--- config.mk ---
export PLATFORM = sky130hd
export DESIGN_NAME = aftab_mem_arbiter
export DESIGN_NICKNAME = d
export VERILOG_FILES = /design/src/rtl/aftab_mem_arbiter_pkg.sv /design/src/rtl/aftab_mem_arbiter_mux2to1.sv /design/src/rtl/aftab_mem_arbiter.sv
export SDC_FILE = /design/constraint.sdc
export NUM_CORES = 1
export LEC_CHECK = 0
export CAP_MARGIN = 15
export CELL_PAD_IN_SITES_DETAIL_PLACEMENT = 1
export CELL_PAD_IN_SITES_GLOBAL_PLACEMENT = 2
export CORE_MARGIN = 8
export CORE_UTILIZATION = 12
export CTS_CLUSTER_DIAMETER = 100
export DETAILED_ROUTE_END_ITERATION = 8
export GPL_TIMING_DRIVEN = 0
export PLACE_DENSITY = 0.84
export SYNTH_ARGS = -nofsm -noshare
export SYNTH_HDL_FRONTEND = slang
export SYNTH_SLANG_ARGS = --single-unit
--- constraint.sdc ---
create_clock -name clk -period 4 [get_ports clk]
set_clock_uncertainty 0.05 [all_clocks]
set_input_delay 1 -clock clk [delete_from_list [all_inputs] [get_ports clk]]
set_output_delay 1 -clock clk [all_outputs]
set_load 0.02 [all_outputs]
--- src/rtl/aftab_mem_arbiter_pkg.sv ---
// Shared encodings for the AFTAB memory arbiter and the pipeline control unit.
// Also holds the tie-break helper the arbiter uses.
package aftab_mem_arbiter_pkg;

    typedef enum logic {
        IDLE = 1'b0,
        BUSY = 1'b1
    } arb_state_e;

    localparam logic GRANT_I = 1'b0;
    localparam logic GRANT_D = 1'b1;

    // prio names the requester that wins the next tie.
    function automatic logic pick_grant(input logic req_i, input logic req_d, input logic prio);
        logic winner;
        if (req_i && req_d) begin
            winner = prio;
        end else if (req_d) begin
            winner = GRANT_D;
        end else begin
            winner = GRANT_I;
        end
        return winner;
    endfunction

endpackage

--- src/rtl/aftab_mem_arbiter_mux2to1.sv ---
// Two-input multiplexer that steers the granted address onto the memory bus.
module aftab_mux2to1 #(
    parameter int size = 32
) (
    input  logic [size-1:0] i0,
    input  logic [size-1:0] i1,
    input  logic            sel,
    output logic [size-1:0] result
);

    assign result = sel ? i1 : i0;

endmodule

--- src/rtl/aftab_mem_arbiter.sv ---
// Round-robin arbiter sharing one memory port between fetch (I) and load/store (D),
// with a bounded wait that aborts transactions the memory never completes.
module aftab_mem_arbiter
    import aftab_mem_arbiter_pkg::*;
#(
    parameter int addrWidth     = 32,
    parameter int timeoutCycles = 16
) (
    input  logic                 clk,
    input  logic                 rst,
    input  logic                 reqI,
    input  logic [addrWidth-1:0] addrI,
    input  logic                 reqD,
    input  logic                 writeD,
    input  logic [addrWidth-1:0] addrD,
    input  logic                 memReady,
    output logic [addrWidth-1:0] memAddr,
    output logic                 memRead,
    output logic                 memWrite,
    output logic                 grantSel,
    output logic                 ackI,
    output logic                 ackD,
    output logic                 timeoutErr,
    output logic                 busy
);

    localparam int CNT_W = $clog2(timeoutCycles);
    localparam logic [CNT_W-1:0] CNT_LIMIT = CNT_W'(timeoutCycles - 1);

    arb_state_e       state_q, state_d;
    logic             grant_sel_q, grant_sel_d;
    logic             prio_q, prio_d;
    logic             mem_read_q, mem_read_d;
    logic             mem_write_q, mem_write_d;
    logic             timeout_err_q, timeout_err_d;
    logic [CNT_W-1:0] cnt_q, cnt_d;
    logic             winner_s;

    // State, grant, tie priority, strobes and wait counter registers.
    always_ff @(posedge clk) begin
        if (rst) begin
            state_q       <= IDLE;
            grant_sel_q   <= GRANT_I;
            prio_q        <= GRANT_D;
            mem_read_q    <= 1'b0;
            mem_write_q   <= 1'b0;
            timeout_err_q <= 1'b0;
            cnt_q         <= '0;
        end else begin
            state_q       <= state_d;
            grant_sel_q   <= grant_sel_d;
            prio_q        <= prio_d;
            mem_read_q    <= mem_read_d;
            mem_write_q   <= mem_write_d;
            timeout_err_q <= timeout_err_d;
            cnt_q         <= cnt_d;
        end
    end

    // Arbitration in IDLE; completion, counting and abort in BUSY.
    always_comb begin
        state_d       = state_q;
        grant_sel_d   = grant_sel_q;
        prio_d        = prio_q;
        mem_read_d    = mem_read_q;
        mem_write_d   = mem_write_q;
        timeout_err_d = 1'b0;
        cnt_d         = cnt_q;
        winner_s      = pick_grant(reqI, reqD, prio_q);
        case (state_q)
            IDLE: begin
                if (reqI || reqD) begin
                    state_d     = BUSY;
                    grant_sel_d = winner_s;
                    prio_d      = ~winner_s;
                    mem_write_d = (winner_s == GRANT_D) && writeD;
                    mem_read_d  = !((winner_s == GRANT_D) && writeD);
                    cnt_d       = '0;
                end else begin
                    mem_read_d  = 1'b0;
                    mem_write_d = 1'b0;
                end
            end
            BUSY: begin
                if (memReady) begin
                    state_d     = IDLE;
                    mem_read_d  = 1'b0;
                    mem_write_d = 1'b0;
                end else if (cnt_q == CNT_LIMIT) begin
                    state_d       = IDLE;
                    mem_read_d    = 1'b0;
                    mem_write_d   = 1'b0;
                    timeout_err_d = 1'b1;
                end else begin
                    cnt_d = cnt_q + CNT_W'(1);
                end
            end
            default: begin
                state_d     = IDLE;
                mem_read_d  = 1'b0;
                mem_write_d = 1'b0;
                cnt_d       = '0;
            end
        endcase
    end

    aftab_mux2to1 #(.size(addrWidth)) u_addr_mux (
        .i0     (addrI),
        .i1     (addrD),
        .sel    (grant_sel_q),
        .result (memAddr)
    );

    assign busy       = (state_q == BUSY);
    assign ackI       = busy && memReady && (grant_sel_q == GRANT_I);
    assign ackD       = busy && memReady && (grant_sel_q == GRANT_D);
    assign memRead    = mem_read_q;
    assign memWrite   = mem_write_q;
    assign grantSel   = grant_sel_q;
    assign timeoutErr = timeout_err_q;

endmodule

==> flow_summary.ini, run 1 <==
[cts]
htree_levels = 1
clock-sinks = 10
cts_made_buffers = 3
cts_tree = done
cts.reportedPaths.clkPinSlew_ns = 0.05
cts_resized = 0
postCtsSetupBuffers = 0
ctsHoldBuffers = 0
clk_path_buf_depth = 2
root_buffer = clkbuf_8
worstSkewPairLatency_ns = 0.24

[timing]
period_share_pct = 86.6
slew_headroom_pct = 69.6
tns_ns = 0
layout_setup_ws_ns = 0.537
setup_violations = 0
holdWs_ns = 0.425
fin_crit_ns = 3.46
rsz0062_at_grt = no
fmax_mhz = 289
slew_viol_final = 0
hold_violations = 0
worstMarginPinSlew_ns = 0.455

[power]
power.internal_w = 0.000346
power_density_nw_per_um2 = 235
p_comb_share_pct = 52.3
seqPwrFrac_pct = 21.7
p_sw_share_pct = 30.2
switchingPower_w = 0.000150
clkPwrFrac_pct = 26.0
peakVddDrop_mv = 0.0898
power_leakage_nw = 0.755
p_total_w = 0.000496

[placed_design]
pre_cts_slack_ns = 0.512
dpl.cell_count = 296
portBuffers = 107
hpwl_um = 4340
place_congestion = 0.765

[critical_path]
path_delay_family = buffers and inverters
reg2reg_from = cnt_q[0]
arrival_ns = 2.41
crit_chain = clkdlybuf4s50_1 -> and3_1 -> clkdlybuf4s50_1
ff2ff_path_depth = 4
startpoint_type = input pin
cp_max_fo = 6
critPathBufInv = 2
rrSetupSlack_ns = 2.56
crit_required_ns = 2.95
cpMostUsedCell = clkdlybuf4s50_1
slowest_stage = clkdlybuf4s50_1
crit_type = input pin to output port
max_stage_delay_ns = 0.62
cp-end-kind = output port
timing.rr.end = cnt_q[0]

[yosys]
synthCells = 90
async_flop_share_pct = 0
synth_edf_count = 0
ys_ff_latch = 10
synth.avg_cell_area_um2 = 9.52
synthFlopType = dfxtp_1
synth-seq-area-share_pct = 23.4
yosysWarnings = 0
syn_area_um2 = 857
synth_nets = 161
yosysUniqueCellTypes = 26

[floorplan]
row_count = 31
pin_count = 109
fp.dieH_um = 101
coreArea_um2 = 7100
initial_core_util_pct = 12.1
dieArea_um2 = 10100
chipWidth_um = 101

[hold_path]
min_from = memWrite
min_path_cells = 2
min_to = memWrite
min_path_type = register to register

[route]
drc = 0
vias_per_cell = 4.00
finalWirelength_um = 4980
firstDrtPassIters = 4
vias = 1200
drt_iter0_markers = 40
ant_nets = 0
avgRoutedWirePerCell_um = 16.6

[global_routing]
grt_max_degree = 11
track_usage_pct = 9.18
grt_overflow = 0
grt_pass1_wl_um = 7200
grt_pass1_vias = 1276
antenna_found_initial = 0

[finish]
multiInputGateArea_um2 = 616
stdcell_count = 300
drive_above_1_share_pct = 22.4
syn_to_final_growth_pct = 146
most-common-layout-cells = clkdlybuf4s50_1 (107), mux2_2 (32), dfxtp_1 (10)
fin_nets = 273
seq_area_um2 = 200
diodes = 0
n_fill_cell = 827
layout_commonest_cell = clkdlybuf4s50_1

[outcome]
status = complete, no violations

[job]
cap_viol_max_count = 0
through the flow:
step                      utilization, %  cell area (µm²)
after CTS                           29.7             2110
after global placement              28.9             2050
after floorplan                        -              857
after global routing                29.7             2110
final                               29.7             2110
after detailed placement            28.9             2050
final cells by class:
type / instances / area share (%)
buffer: 6 / 1.66
clock buffer: 4 / 2.61
inverter: 1 / 0.297
multi-input combinational: 73 / 29.2
sequential: 10 / 9.50
tap: 99 / 5.88
timing repair buffer: 107 / 50.8
state kept, by name, indices dropped and copies added (netlist names):
signal      count
grantSel        1
timeoutErr      1
prio_q          1
memWrite        1
memRead         1
cnt_q           4
busy            1
Yosys cell counts, types with 2 or more instances:
| master | instances | area share (%) |
|---|---|---|
| nand2_1 | 3 | 1.3 |
| nand2b_1 | 3 | 2.2 |
| o211ai_1 | 4 | 3.5 |
| a21oi_1 | 6 | 3.5 |
| mux2_2 | 32 | 42 |
| and3_1 | 2 | 1.5 |
| buf_2 | 4 | 2.3 |
| nand4_1 | 2 | 1.5 |
| nor2b_1 | 2 | 1.5 |
| nor2_1 | 3 | 1.3 |
| dfxtp_1 | 10 | 23 |
| nand3_1 | 5 | 2.9 |
power groups by stage:
stage / Combinational [W] / Sequential (W) / Clock (W)
global placement: 0.000260 / 0.000109 / 0
CTS: 0.000263 / 0.000108 / 0.000132
detailed placement: 0.000262 / 0.000110 / 0
global route: 0.000275 / 0.000109 / 0.000138
floorplan: 0.000108 / 0.000113 / 0
finish: 0.000259 / 0.000108 / 0.000129
cells by family after synthesis:
logic type	after synthesis	synth area share [%]
and+or+nand+nor	24	15.6
AOI/OAI and AO/OA	16	12.7
adders and majority gates	1	1.46
buffers and inverters	7	4.82
DFF	10	23.4
muxes	32	42.0
metal layers:
metal	track usage, %	wire, µm	vias up
met2	16.2	2280	80
met4	2.79	50	0
met3	3.80	626	5
met1	9.68	2020	555
li1	-	-	560
met5	0	0	-
how the worst max path moves through the flow:
stage,from,to,slack [ns],cells after the start
floorplan,memReady,ackI,1.63,2
global placement,memReady,ackI,0.53,4
detailed placement,memReady,ackI,0.51,4
CTS,memReady,ackI,0.51,4
global route,memReady,ackI,0.45,4
finish,memReady,ackD,0.54,3
worst reg2reg max path, delay by kind of cell (launching register included):
kind / cells / cell delay (ns)
simple gates: 2 / 0.61
fa+ha+maj: 1 / 0.25
flops: 1 / 0.33
compound gates: 1 / 0.13
(Power assumes the default switching activity.)
==> run 2, diff against run 1 <==
CORE_UTILIZATION = 10   (was 12)
PLACE_DENSITY = 0.75   (was 0.84)
clock period = 3 ns   (was 4 ns; I/O delays follow)
==> run 2 against run 1 <==
Effect of this change:
- die area rose by 17%
- first-iteration DRC count decreased by 7.5%
- largest cell class unchanged
- wire length shrank 1.6%
- combinational power up 34%
- clock power rose by 9%
==> flow_summary.ini, run 2 (synthesis gave the netlist of run 1 again) <==
[outcome]
status = complete, no violations

[global_routing]
grt_pass1_wl_um = 7070
grt_max_degree = 11
grt_overflow = 0
track_usage_pct = 7.57
antenna_found_initial = 0
grt_pass1_vias = 1241

[floorplan]
chipWidth_um = 109
row_count = 33
initial_core_util_pct = 10.4
coreArea_um2 = 8260
fp.dieH_um = 109
pin_count = 109
dieArea_um2 = 11800

[timing]
period_share_pct = 98.0
setup_violations = 0
slew_viol_final = 0
worstMarginPinSlew_ns = 0.456
layout_setup_ws_ns = 0.0609
hold_violations = 0
slew_headroom_pct = 69.6
tns_ns = 0
fin_crit_ns = 2.94
fmax_mhz = 340
rsz0062_at_grt = no

[critical_path]
crit_start = memReady
timing.rr.end = cnt_q[0]
arrival_ns = 2.14
startpoint_type = input pin
ff2ff_path_depth = 4
rrSetupSlack_ns = 1.54
cp_max_fo = 6
cp-end-kind = output port
crit_type = input pin to output port
reg2reg_from = cnt_q[0]
crit_required_ns = 2.20

[route]
avgRoutedWirePerCell_um = 16.1
drc = 0
drt_iter0_markers = 37
vias = 1173
finalWirelength_um = 4900
firstDrtPassIters = 3
vias_per_cell = 3.85
ant_nets = 0

[finish]
largest_reg_flops = 4
fin_nets = 273
syn_to_final_growth_pct = 145
stdcell_count = 305
layout_commonest_cell = clkdlybuf4s50_1
stdcell_area_um2 = 2100
most-common-layout-cells = clkdlybuf4s50_1 (106), mux2_2 (32), dfxtp_1 (10)
largest_register = cnt_q
drive_above_1_share_pct = 22.0
diodes = 0

[power]
power_density_nw_per_um2 = 299
power_leakage_nw = 0.765
peakVddDrop_mv = 0.168

[cts]
worstSkewPairLatency_ns = 0.23
clk_path_buf_depth = 2
cts.reportedPaths.clkPinSlew_ns = 0.05
clock-sinks = 10
cts_made_buffers = 3
cts_tree = done
ctsHoldBuffers = 0
cts_resized = 0
postCtsSetupBuffers = 0
htree_levels = 1
root_buffer = clkbuf_8

[hold_path]
min_path_cells = 2
min_path_type = register to register
min_from = memRead
min_to = memRead

[job]
cap_viol_max_count = 0

[placed_design]
place_congestion = 0.709
pre_cts_slack_ns = 0.0535
dpl.cell_count = 302
placedInstanceArea_um2 = 2060
hpwl_um = 4180
portBuffers = 107
[run 2: worst max-delay path by stage]
stage | end | slack (ns) | cells after the start
6_report | ackD | 0.06 | 3
5_1_grt | ackD | 0.02 | 3
4_1_cts | ackD | 0.05 | 3
3_5_place_dp | ackD | 0.05 | 3
3_3_place_gp | ackD | 0.06 | 3
2_1_floorplan | memAddr[0] | 0.95 | 3
[run 2: layer usage]
metal | vias up | share of wire [%] | track usage, %
met2 | 71 | 46 | 12.7
met3 | 4 | 10 | 2.38
met4 | 0 | 0.69 | 2.05
li1 | 559 | - | -
met5 | - | 0 | 0
met1 | 539 | 43 | 9.09
[run 2: area by class of cell]
type | instances | area [µm²]
Fill cell | 974 | 6150
Timing Repair Buffer | 107 | 1070
Multi-Input combinational cell | 73 | 616
Sequential cell | 10 | 200
Tap cell | 105 | 131
Clock buffer | 3 | 41.3
Buffer | 6 | 35.0
Inverter | 1 | 6.26
[run 2: per-stage QoR]
step                      hold WS [ns]  total power (W)  util, %
after floorplan                  0.400         0.000295        -
after global placement           0.410         0.000493     24.9
after detailed placement         0.420         0.000496     24.9
after CTS                        0.433         0.000641     25.4
after global routing             0.465         0.000663     25.5
final                            0.427         0.000629     25.5
[run 2: where the power goes]
group	internal (W)	switching, W
logic	0.000206	0.000140
registers	0.000139	0.00000402
clock network	0.0000879	0.0000521
[run 2: critical path, stage by stage]
cell	delay (ns)
clkdlybuf4s50_1	0.60
and3_1	0.18
clkdlybuf4s50_1	0.61
